<file path="src/rtl/despachador_destinos_externos_pkg.sv">
// Shared definitions for the external-destination dispatcher.
// - Floor-code constants shared by the destination queue and the elevator controller.
// - FSM state encoding of the dispatcher.
// - Helper that tells whether a state counts as busy.
package despachador_destinos_externos_pkg;

  // Floor codes as stored in the queue and driven on destino_piso.
  localparam logic [1:0] PISO_MENOS_UNO = 2'b00;
  localparam logic [1:0] PISO_UNO       = 2'b01;
  localparam logic [1:0] PISO_DOS       = 2'b10;
  localparam logic [1:0] PISO_TRES      = 2'b11;

  typedef enum logic [2:0] {
    IDLE    = 3'd0,
    LEER    = 3'd1,
    OFRECER = 3'd2,
    ESPERA  = 3'd3,
    FIN     = 3'd4
  } estado_t;

  // Busy in every state except the two resting states.
  function automatic logic estado_ocupado(input estado_t e);
    return (e != IDLE) && (e != FIN);
  endfunction

endpackage

</file>
<file path="src/rtl/despachador_destinos_externos_contador_intervalo.sv">
// Loadable down-counter with zero flag.
// Ports:
//   clk          system clock, rising edge
//   reset        asynchronous, active-high reset (count clears to 0)
//   i_carga      load i_valor into the count (has priority over decrement)
//   i_valor      value to load
//   i_decrementar decrement by one while the count is non-zero
//   o_cero       high while the count equals 0
module despachador_destinos_externos_contador_intervalo #(
  parameter int unsigned ANCHO = 8
) (
  input  logic             clk,
  input  logic             reset,
  input  logic             i_carga,
  input  logic [ANCHO-1:0] i_valor,
  input  logic             i_decrementar,
  output logic             o_cero
);

  logic [ANCHO-1:0] r_cuenta;

  always_ff @(posedge clk or posedge reset) begin
    if (reset) begin
      r_cuenta <= '0;
    end else if (i_carga) begin
      r_cuenta <= i_valor;
    end else if (i_decrementar && (r_cuenta != '0)) begin
      // Stops at zero instead of wrapping.
      r_cuenta <= r_cuenta - ANCHO'(1);
    end
  end

  assign o_cero = (r_cuenta == '0);

endmodule

</file>
<file path="src/rtl/despachador_destinos_externos.sv">
// Sequencer downstream of the external-destination queue ROM.
// Steps the queue address, paces reads with an inter-request interval and hands each
// 2-bit floor code to the elevator controller over a valid/ready handshake.
// Ports:
//   clk            system clock, rising edge
//   reset          asynchronous, active-high reset
//   iniciar        one-cycle start pulse, honoured only in IDLE or FIN
//   address        queue read address
//   dato_cola      floor code from the queue (combinational from address)
//   destino_valid  request valid toward the controller
//   destino_piso   floor code, stable while destino_valid is high
//   destino_ready  controller accepts the request
//   ocupado        high in every state except IDLE and FIN
//   fin            high while in FIN
//   emitidos       completed handshakes since the last start (saturating)
module despachador_destinos_externos
  import despachador_destinos_externos_pkg::*;
#(
  parameter int unsigned NUM_DESTINOS = 10,
  parameter int unsigned INTERVALO    = 50,
  parameter int unsigned CICLICO      = 0,
  parameter int unsigned ADDR_W       = 8
) (
  input  logic              clk,
  input  logic              reset,
  input  logic              iniciar,
  output logic [ADDR_W-1:0] address,
  input  logic [1:0]        dato_cola,
  output logic              destino_valid,
  output logic [1:0]        destino_piso,
  input  logic              destino_ready,
  output logic              ocupado,
  output logic              fin,
  output logic [ADDR_W-1:0] emitidos
);

  localparam int unsigned CNT_W = (INTERVALO > 1) ? $clog2(INTERVALO) : 1;
  localparam logic [ADDR_W-1:0] ULTIMA_DIR = ADDR_W'(NUM_DESTINOS - 1);

  estado_t           r_estado;
  estado_t           w_estado_d;
  logic [ADDR_W-1:0] r_address;
  logic [ADDR_W-1:0] r_emitidos;
  logic [1:0]        r_piso;

  logic w_arranque;
  logic w_handshake;
  logic w_ultima;
  logic w_carga;
  logic w_decrementar;
  logic w_cero;

  assign w_arranque  = ((r_estado == IDLE) || (r_estado == FIN)) && iniciar;
  assign w_handshake = (r_estado == OFRECER) && destino_ready;
  assign w_ultima    = (r_address == ULTIMA_DIR);

  despachador_destinos_externos_contador_intervalo #(
    .ANCHO (CNT_W)
  ) u_contador_intervalo (
    .clk           (clk),
    .reset         (reset),
    .i_carga       (w_carga),
    .i_valor       (CNT_W'(INTERVALO - 1)),
    .i_decrementar (w_decrementar),
    .o_cero        (w_cero)
  );

  always_ff @(posedge clk or posedge reset) begin
    if (reset) begin
      r_estado <= IDLE;
    end else begin
      r_estado <= w_estado_d;
    end
  end

  always_comb begin
    w_estado_d    = r_estado;
    w_carga       = 1'b0;
    w_decrementar = 1'b0;
    unique case (r_estado)
      IDLE, FIN: begin
        if (iniciar) begin
          w_estado_d = LEER;
        end
      end
      LEER: begin
        w_estado_d = OFRECER;
      end
      OFRECER: begin
        if (destino_ready) begin
          // Interval starts counting from the cycle after the handshake.
          w_carga = 1'b1;
          if (w_ultima && (CICLICO == 0)) begin
            w_estado_d = FIN;
          end else begin
            w_estado_d = ESPERA;
          end
        end
      end
      ESPERA: begin
        w_decrementar = 1'b1;
        if (w_cero) begin
          w_estado_d = LEER;
        end
      end
      default: begin
        w_estado_d = IDLE;
      end
    endcase
  end

  always_ff @(posedge clk or posedge reset) begin
    if (reset) begin
      r_address  <= '0;
      r_emitidos <= '0;
    end else if (w_arranque) begin
      r_address  <= '0;
      r_emitidos <= '0;
    end else if (w_handshake) begin
      if (r_emitidos != '1) begin
        r_emitidos <= r_emitidos + ADDR_W'(1);
      end
      // Address wraps at the queue length, not at 2^ADDR_W; without wrap it parks on
      // the last entry while in FIN.
      if (!w_ultima) begin
        r_address <= r_address + ADDR_W'(1);
      end else if (CICLICO != 0) begin
        r_address <= '0;
      end
    end
  end

  // Floor code is captured once per request so it stays put while valid is high.
  always_ff @(posedge clk or posedge reset) begin
    if (reset) begin
      r_piso <= PISO_MENOS_UNO;
    end else if (r_estado == LEER) begin
      r_piso <= dato_cola;
    end
  end

  assign address       = r_address;
  assign emitidos      = r_emitidos;
  assign destino_piso  = r_piso;
  assign destino_valid = (r_estado == OFRECER);
  assign fin           = (r_estado == FIN);
  assign ocupado       = estado_ocupado(r_estado);

endmodule

</file>
<file path="config.mk">
export PLATFORM = sky130hd
export DESIGN_NAME = despachador_destinos_externos
export DESIGN_NICKNAME = d
export VERILOG_FILES = /design/src/rtl/despachador_destinos_externos_pkg.sv /design/src/rtl/despachador_destinos_externos_contador_intervalo.sv /design/src/rtl/despachador_destinos_externos.sv
export SDC_FILE = /design/constraint.sdc
export NUM_CORES = 1
export LEC_CHECK = 0
export ABC_AREA = 1
export BUFFER_PORTS_ARGS = -buffer_cell sky130_fd_sc_hd__buf_2
export CAP_MARGIN = 25
export CORE_UTILIZATION = 50
export CTS_CLUSTER_DIAMETER = 50
export DETAILED_ROUTE_END_ITERATION = 10
export GPL_ROUTABILITY_DRIVEN = 0
export MAX_ROUTING_LAYER = met4
export PLACE_DENSITY = 0.72
export SYNTH_ARGS = -nofsm -noshare
export SYNTH_HDL_FRONTEND = slang
export SYNTH_SLANG_ARGS = --single-unit
</file>
<file path="constraint.sdc">
create_clock -name clk -period 1.5 [get_ports clk]
set_clock_uncertainty 0.05 [all_clocks]
set_input_delay 0.3 -clock clk [delete_from_list [all_inputs] [get_ports clk]]
set_output_delay 0.3 -clock clk [all_outputs]
set_load 0.02 [all_outputs]
</file>
# Yosys cells after proc, flatten, opt, wreduce, memory -nomap -nowiden
# Index checks and enable logic that the tools add are counted.
word_totals:
  reg_bits: 27
  output_inout_bits: 21
classes:
  addsub: 3
  n_reduce_logical: 16
  n_eq_ne: 11
  mux: 16
op_table:
  columns: ["op", "count"]
  rows:
  - ["$mux W8", 6]
  - ["$add A8 B1 Y8 const B", 2]
  - ["$mux W3", 4]
  - ["$mux W6", 2]
  - ["$pmux W3 S4", 1]
  - ["$eq A8 B4 Y1 const B", 1]
  - ["$ne A8 B8 Y1 const B", 1]
  - ["$eq A3 B2 Y1 const B", 2]
  - ["$logic_not A6 Y1", 1]
  - ["$reduce_bool A2 Y1", 3]
  - ["$reduce_bool A6 Y1", 1]
  - ["$sub A6 B1 Y6 const B", 1]
  - ["$logic_and A1 B1 Y1", 4]
  - ["$ne A2 B1 Y1 const B", 2]
  - ["$ne A2 B2 Y1 const B", 2]
  - ["$reduce_and A2 Y1", 2]
  - ["$eq A3 B1 Y1 const B", 1]
  - ["$eq A3 B3 Y1 const B", 1]
  - ["$logic_not A3 Y1", 1]
  - ["$mux W1", 3]
  - ["$ne A3 B3 Y1 const B", 1]
  - ["$reduce_and A3 Y1", 1]
  - ["$reduce_bool A3 Y1", 1]
  - ["$reduce_or A2 Y1", 1]
  - ["$logic_or A1 B1 Y1", 1]

# Logic depth before layout (Yosys ltp)
# Gate-level depths: netlist of the first run.
logic_depth:
  ltp_word: 5
  mapped_depth: 8
  mapped_depth_nobuf: 8

# Hierarchy
# A second synthesis of the first run with hierarchy kept.
unflattened:
  cells_unflattened: 227
  hier_area_um2: 1712.9
by_module_without_submodules:
  columns: ["mod", "area_per_inst_um2", "cells_each", "n_inst"]
  rows:
  - ["despachador_destinos_externos", 1258.7, 171, 1]
  - ["despachador_destinos_externos_contador_intervalo", 454.2, 56, 1]

# Worst setup path before layout of the first run
# OpenSTA, ideal clock, no wires.
synth_timing:
  kind: "reg-to-reg"
  from: "reg r_emitidos[1], in the netlist emitidos[1]"
  to: "reg r_emitidos[2], in the netlist emitidos[2]"
  t_arrival_ns: 1.360
  synth_period_minus_slack_ns: 1.484
  path_stages_with_launch: 9
  setup_slack_ns: 0.016
  setup_ns: 0.074
  required_time_ns: 1.376
  path_cell_list: "dfrtp_1 > ha_1 > nand2_1 > nor2_1 > nand3_2 > nand2_4 > buf_6 > nand2_1 > o21ai_2"
synth_via:
  elab_chain_cells: 4
synth_lines:
  columns: ["item", "line_no", "source"]
  rows:
  - ["start, declared", "despachador_destinos_externos.sv:43", "logic [ADDR_W-1:0] r_emitidos;"]
  - ["start signal, assigned", "despachador_destinos_externos.sv:121", "r_emitidos <= r_emitidos + ADDR_W'(1);"]
  - ["$add A8 B1 Y8", "despachador_destinos_externos.sv:121", null]
  - ["$mux W8", "despachador_destinos_externos.sv:120", "if (r_emitidos != '1) begin"]
  - ["$mux W8", "despachador_destinos_externos.sv:119", "end else if (w_handshake) begin"]
  - ["$mux W8", "despachador_destinos_externos.sv:116", "end else if (w_arranque) begin"]
# Parallel ways exist; a longest one is shown, timed or not. The select of a mux whose other input is x is not followed.
# A chain may end at the register's enable or synchronous reset.

# Final worst setup path of the first run
layout_timing:
  from: "reg r_estado[1]"
  to: "out fin"
layout_via:
  elab_chain_cells: 1
layout_lines:
  columns: ["item", "line_no", "source"]
  rows:
  - ["start, declared", "despachador_destinos_externos.sv:40", "estado_t r_estado;"]
  - ["start signal, assigned", "despachador_destinos_externos.sv:72", "r_estado <= w_estado_d;"]
  - ["$eq A3 B3 Y1", "despachador_destinos_externos.sv:146", "assign fin = (r_estado == FIN);"]
  - ["end, declared", "despachador_destinos_externos.sv:33", "output logic fin,"]
# Every way passes these cells.

==> results of run 1 <==
## sequential cells by signal (all words and copies together) (netlist names)
signal,cells
emitidos,8
address,8
r_estado,3
u_contador_intervalo.r_cuenta,6
destino_piso,2
## how the worst min path moves through the flow
| stage | cells past startpoint | slack (ps) | to |
|---|---|---|---|
| 2_1_floorplan | 1 | 300 | address[0] |
| 3_3_place_gp | 3 | 330 | emitidos[7] |
| 3_5_place_dp | 3 | 330 | emitidos[5] |
| 4_1_cts | 2 | 120 | destino_piso[1] |
| 5_1_grt | 2 | 110 | destino_piso[0] |
| 6_report | 2 | 120 | destino_piso[0] |
## metal layers
metal / part of all wire (%) / wire length (um)
met5: 0 / 0
met1: 49 / 1808
met3: 2.4 / 87
met4: 1.0 / 38
met2: 47 / 1739
## critical path, cell delays in order, from the launching register on
cell and delay (ps):
dfrtp_2 470, inv_2 90, nand2_4 60, nor2_4 80, buf_6 120
## timing repair
action / CTS / global route
hold buffers: 1 / 0
resized for setup: 9 / 20
hold endpoints to repair: 27 / 0
buffers inserted: 8 / 6
setup endpoints to repair: 3 / 23
cloned: 0 / 1
pin swaps: 1 / 11
## metrics by stage
step	area (um^2)	util [%]	hold WS, ps
after CTS	2073	66.28	116.9
after global routing	2200	70.32	115.0
after detailed placement	1954	62.48	328.9
after floorplan	1698	-	302.7
final	2200	70.32	123.1
after global placement	1954	62.48	330.9
## cells in the mapped netlist
library cell	number	area share, %
or2_2	1	0.37
nor2_1	21	4.6
nor2_4	2	1.3
nand2_2	2	0.74
o22ai_1	1	0.37
o21ai_2	5	2.6
xor2_1	3	1.5
nand2_1	80	18
o21ai_1	1	0.29
buf_6	1	0.66
inv_1	29	6.4
ha_1	5	3.7
nand2_4	3	2.0
o21bai_1	3	1.3
nand3b_1	2	0.88
buf_4	1	0.44
nand3_1	22	6.5
nand4_1	6	2.2
nor2_2	2	0.74
mux2_2	2	1.3
nand3_2	1	0.59
nand4_4	1	1.3
dfrtp_1	27	40
a21oi_1	1	0.29
o21ai_0	8	2.4
## logic make-up (layout without fill, tap and decap cells)
kind of cell | after synthesis | after routing
mux | 2 | 2
flops | 27 | 27
xor+xnor | 3 | 3
compound gates | 19 | 19
simple gates | 143 | 144
buf+inv | 31 | 86
fa+ha+maj | 5 | 5
## power by group
part	total (W)	leakage (nW)	internal (W)	switching, W
Sequential	0.00112	0.352	0.000946	0.000173
Clock	0.000340	0.0139	0.000102	0.000238
Combinational	0.00214	0.809	0.000857	0.00129
## area by class of cell
type	instances	share of cell area, %
Clock buffer	3	1.024
Timing Repair Buffer	53	15.98
Clock inverter	1	0.3413
Multi-Input combinational cell	173	44.43
Tap cell	44	2.503
Inverter	29	4.949
Sequential cell	27	30.77
==> impl_results.md, run 1 <==
* Outcome: finished, violations left
* Failing checks: setup timing
* Post-Place Cells at 310
* Die H at 60.28 um
* Final setup TNS at -18.24 ps
* Fmax at ~660 MHz
* # nets final at 298
* Synth Net Count at between 200 and 250
* Antenna Diode Count at 0
* Post-Syn Instances at 230
* Largest net degree at the start of global routing at 28
* Port Buffers at 26
* Slew Viols, Final at 0
* Tot Pwr at 0.003601 W
* Setup slack after layout at -18.24 ps
* Num rows at 20
* Crit path from: r_estado[1]
* Multiplexer share of the synthesized area at 1.326%
* Initial antenna violation count at 0
* R2R Path Start: r_estado[0]
* Main combinational cell family by area after synthesis: simple AND/OR/NAND/NOR gates
* Vias/cell at 4.852
* Setup slack, reg-to-reg at 40 ps
* Yosys warning count at 0
* DRC errors left at 0
* Setup crit start kind: register
* Antenna-violating nets left at 0
* WP data arrival at 1170 ps
* Reg area at 676.9 um^2
* Avg Inst Size Synth at ~7.4 um^2
* Total gr overflow at 0
* Crit-path max FO at 3
* RSZ-0062 raised after global routing: true
* Overall Global Routing Usage at 22.78%
* Crit path to: fin
* Routed WL at 3.674 mm
* Leakage at 1.175 nW
* Final Hold Viols at 0
* Post-synthesis xor/xnor area fraction at under 10%
* Compound-Gate Fraction of Synth Area at 7.222%
* CTS sink cnt at 27
* Num CTS Buffers at 3
* Post-synthesis sequential element count at 27
* Max Cap Viol at 0
* Worst flop-to-flop path endpoint: emitidos[5]
* Worst Reg-to-Reg Cells at 7
* Register area share after synthesis at 39.79%
* Worst path required time at 1150 ps
* M3 GR Usage at 2.597%
* Core area at about 3100 um^2
* Min-delay src: dato_cola[0]
* Rel. slew slack at 75.89%
* Peak VDD IR at 0.0008752 V
* CTS clk-pin slew, worst paths at 160 ps
* Global-route wire length before repair at 6.120 mm
* Pwr Density at about 1600 nW/um^2
* Vias in the first global route at roughly 1400
* CTS tree: done
* Clock Tree Root: clkbuf_4
* GRT met2 Usage at around 37%
* Die area at ~3600 um^2
* CP endpoint kind: output pin
* Synthesized area at 1698 um^2
* Iter 0 DRT Violations at 69
* 1st-pass router iterations at 4
* Tcrit/Tclk final at 101.2%
* M1 GR Usage at 30.35%
* Die Width at 60.28 um
* Simple-gate share of the synthesized area at 38.91%
* Area Growth Syn to Fin at 29.55%
* Global route hottest layer: met2
* Post-Layout Cell Count at 330
* Number of setup violations in the final report at 1
* Setup CP Type: register to output pin
* Adder-Cell Fraction of Synth Area at 3.685%
* Hpwl dp at between 2 and 2.5 mm
* Share of cells above drive strength 1 at 31.82%
* Min-Delay Path Class: input pin to register
* Clk_lat worst skew at about 340 ps
* Most frequent cells in the layout: 77 x nand2_1, 26 x dfrtp_1, 25 x buf_4
* CTS max path bufs at 2
* Multi-input gate area at 977.2 um^2
* Via count at 1601
* Fin crit period at 1518 ps
* Routed len/inst at roughly 11 um
* Most common cell after layout, fill and taps aside: nand2_1
* H-tree depth at 1
* I/O pins at 27
* Yosys cell types at 25
* Starting Density at 54.28%
* Worst slew pin tran at around 360 ps
* Place WS at 79.89 ps
* Fillers at between 200 and 250
No activity file was read; power rests on OpenSTA's default activity.
==> run 2: changes to the inputs <==
ABC_AREA = default   (was 1)
CAP_MARGIN = default   (was 25)
PLACE_DENSITY = 0.73   (was 0.72)
==> impl_results.md, run 2 <==
* Yosys cell types at 40
* Worst Reg-to-Reg Cells at 5
* Clock Tree Root: clkbuf_4
* Final setup TNS at -1463 ps
* Post-synth top area share at 47.49%
* CP endpoint kind: output pin
* Port Buffers at 26
* CTS clk-pin slew, worst paths at 140 ps
* Top cells by area, synth: dfrtp_1 47%, ha_1 4.4%, nand2_1 3.4%, nor2_1 3.4%, a21oi_1 2.8%
* Iter 0 DRT Violations at 39
* Synth Flop Type: dfrtp_1
* Max incr delay on CP at 430 ps
* Setup slack after layout at -281.6 ps
* Worst hold margin at 106.6 ps
* RSZ-0062 raised after global routing: true
* Rel. slew slack at 71.13%
* Fmax at 561.3 MHz
* Fin crit period at 1782 ps
* # nets final at 222
* Async SR Flop Fraction at 100.0%
* CTS max path bufs at 2
* Die area at 3063 um^2
* Worst path required time at 1150 ps
* Largest area contributor in the synthesized netlist: dfrtp_1
* Peak VDD IR at 0.001513 V
* Outcome: finished, violations left
* Util after Layout at 83.67%
* Worst slew pin tran at 427.5 ps
* DRC errors left at 0
* I/O pins at 27
* Post-synthesis sequential element count at 27
* Num rows at 18
* Core area at 2590 um^2
* Die Width at approximately 55 um
* Count leader, synth: dfrtp_1
* Max Cap Viol at 0
* Antenna Diode Count at 0
* Setup CP Type: register to output pin
* Post-Syn Instances at 142
* R2R Path Start: r_estado[0]
* Yosys warning count at 0
* 1st-pass router iterations at 4
* Most common cell after layout, fill and taps aside: buf_4
* Avg Inst Size Synth at 10.02 um^2
* Crit-path max FO at 4
* CTS tree: done
* Routed WL at 3.928 mm
* Crit path from: r_estado[1]
* Global route hottest layer: met2
* Pwr Density at 1693 nW/um^2
* Leakage at 0.9909 nW
* Min-Delay Path Class: input pin to register
* Commonest cells post-synth: 27 x dfrtp_1, 13 x nand2_1, 13 x nor2_1
* WHS Path Cells at 2
* Slew Viols, Final at 0
* Final Hold Viols at 0
* Share of cells above drive strength 1 at 50.00%
* Register area share after synthesis at 47.49%
* Final Instance Area at approximately 2200 um^2
* Setup crit start kind: register
* Initial antenna violation count at 0
* Tcrit/Tclk final at 118.8%
* Critical-path cell list: buf_6, or2b_1, nor2_1, buf_4
* CTS sink cnt at 27
* Number of setup violations in the final report at 13
* Hpwl dp at around 2.4 mm
* GRT met2 Usage at just over 40%
* Die H at about 55 um
* EDFF count, synth at 0
* Via count at approximately 1400
* Largest net degree at the start of global routing at 28
* Vias/cell at ~5.7
* Global-route wire length before repair at just under 6 mm
* Synth Net Count at between 150 and 200
* Synthesized area at roughly 1400 um^2
* Total gr overflow at 0
* Placed instance area at 1828 um^2
* Most frequent cells in the layout: 33 x buf_4, 24 x buf_2, 23 x dfrtp_1
* M1 GR Usage at 30.24%
* WP data arrival at 1430 ps
* Min-delay src: iniciar
* Clk_lat worst skew at 330 ps
* Worst path slowest cell: dfrtp_1
* Area Growth Syn to Fin at 52.33%
* Vias in the first global route at 1343
* Failing checks: setup timing
* Num CTS Buffers at 3
* Starting Density at between 50% and 60%
* Overall Global Routing Usage at 24.41%
* M3 GR Usage at 2.108%
* Antenna-violating nets left at 0
* Routed len/inst at 16.37 um
* H-tree depth at 1
run 2: changes by cell type after synthesis, moves of 7 or more:
| cell | previous run | this run |
|---|---|---|
| a21oi_1 | 1 | 8 |
| inv_1 | 29 | 8 |
| nand2_1 | 80 | 13 |
| nand3_1 | 22 | 6 |
| nor2_1 | 21 | 13 |
run 2: path summary, 6_finish.rpt:
kind,to,slack [ps]
max in group asynchronous,address[0],600
setup reg to reg,emitidos[7],-180
min in group asynchronous,u_contador_intervalo.r_cuenta[2],510
hold / removal,r_estado[2],110
hold reg to reg,destino_piso[1],480
setup / recovery,destino_valid,-280
run 2: layout make-up:
class                      count  area, um^2
multi-input combinational    105       920.9
sequential                    27       680.7
timing repair buffer          66       471.7
clock buffer                   4       26.28
inverter                       8       30.03
tap                           30       37.54
fill                         141       422.9
run 2: report_power, final:
part	switching, W	leakage (nW)	internal, W
clock network	0.000224	0.0150	0.000104
logic	0.00111	0.638	0.00109
registers	0.000186	0.338	0.000949
run 2: repair_timing:
| item | CTS | global route |
|---|---|---|
| resized for setup | 13 | 31 |
| hold buffers | 1 | 0 |
| pin swaps | 8 | 15 |
| setup endpoints to repair | 13 | 26 |
| buffers inserted | 5 | 6 |
| endpoints found under the hold margin | 27 | 0 |
run 2: metal layers:
layer / part of all wire (%) / vias up
met1: 42 / 673
li1: - / 649
met4: 1.3 / 0
met2: 54 / 33
met3: 3.6 / 8
met5: 0 / -
run 2: cells by family after synthesis:
family                   Yosys count  synth area share [%]
XOR/XNOR                           8                 4.925
multiplexers                       6                 4.398
AO/OA/AOI/OAI                     27                 12.93
AND/OR/NAND/NOR                   59                 23.22
flip-flops                        27                 47.49
buffers and inverters             10                 2.639
adder cells (fa/ha/maj)            5                 4.398
run 2: through the flow:
stage	cells	total power [W]	worst slack (ps)
after floorplan	142	0.002071	-119.1
after global placement	224	0.002738	-52.07
after detailed placement	224	0.002796	-89.86
after CTS	234	0.003277	-197.7
after global routing	240	0.003888	-350.8
final	240	0.003670	-281.6
run 2: critical path: cells and delay by family, from the launching register on:
kind,cells,cell delay [ps]
AND/OR/NAND/NOR,2,380
flip-flops,1,430
buffers and inverters,2,310
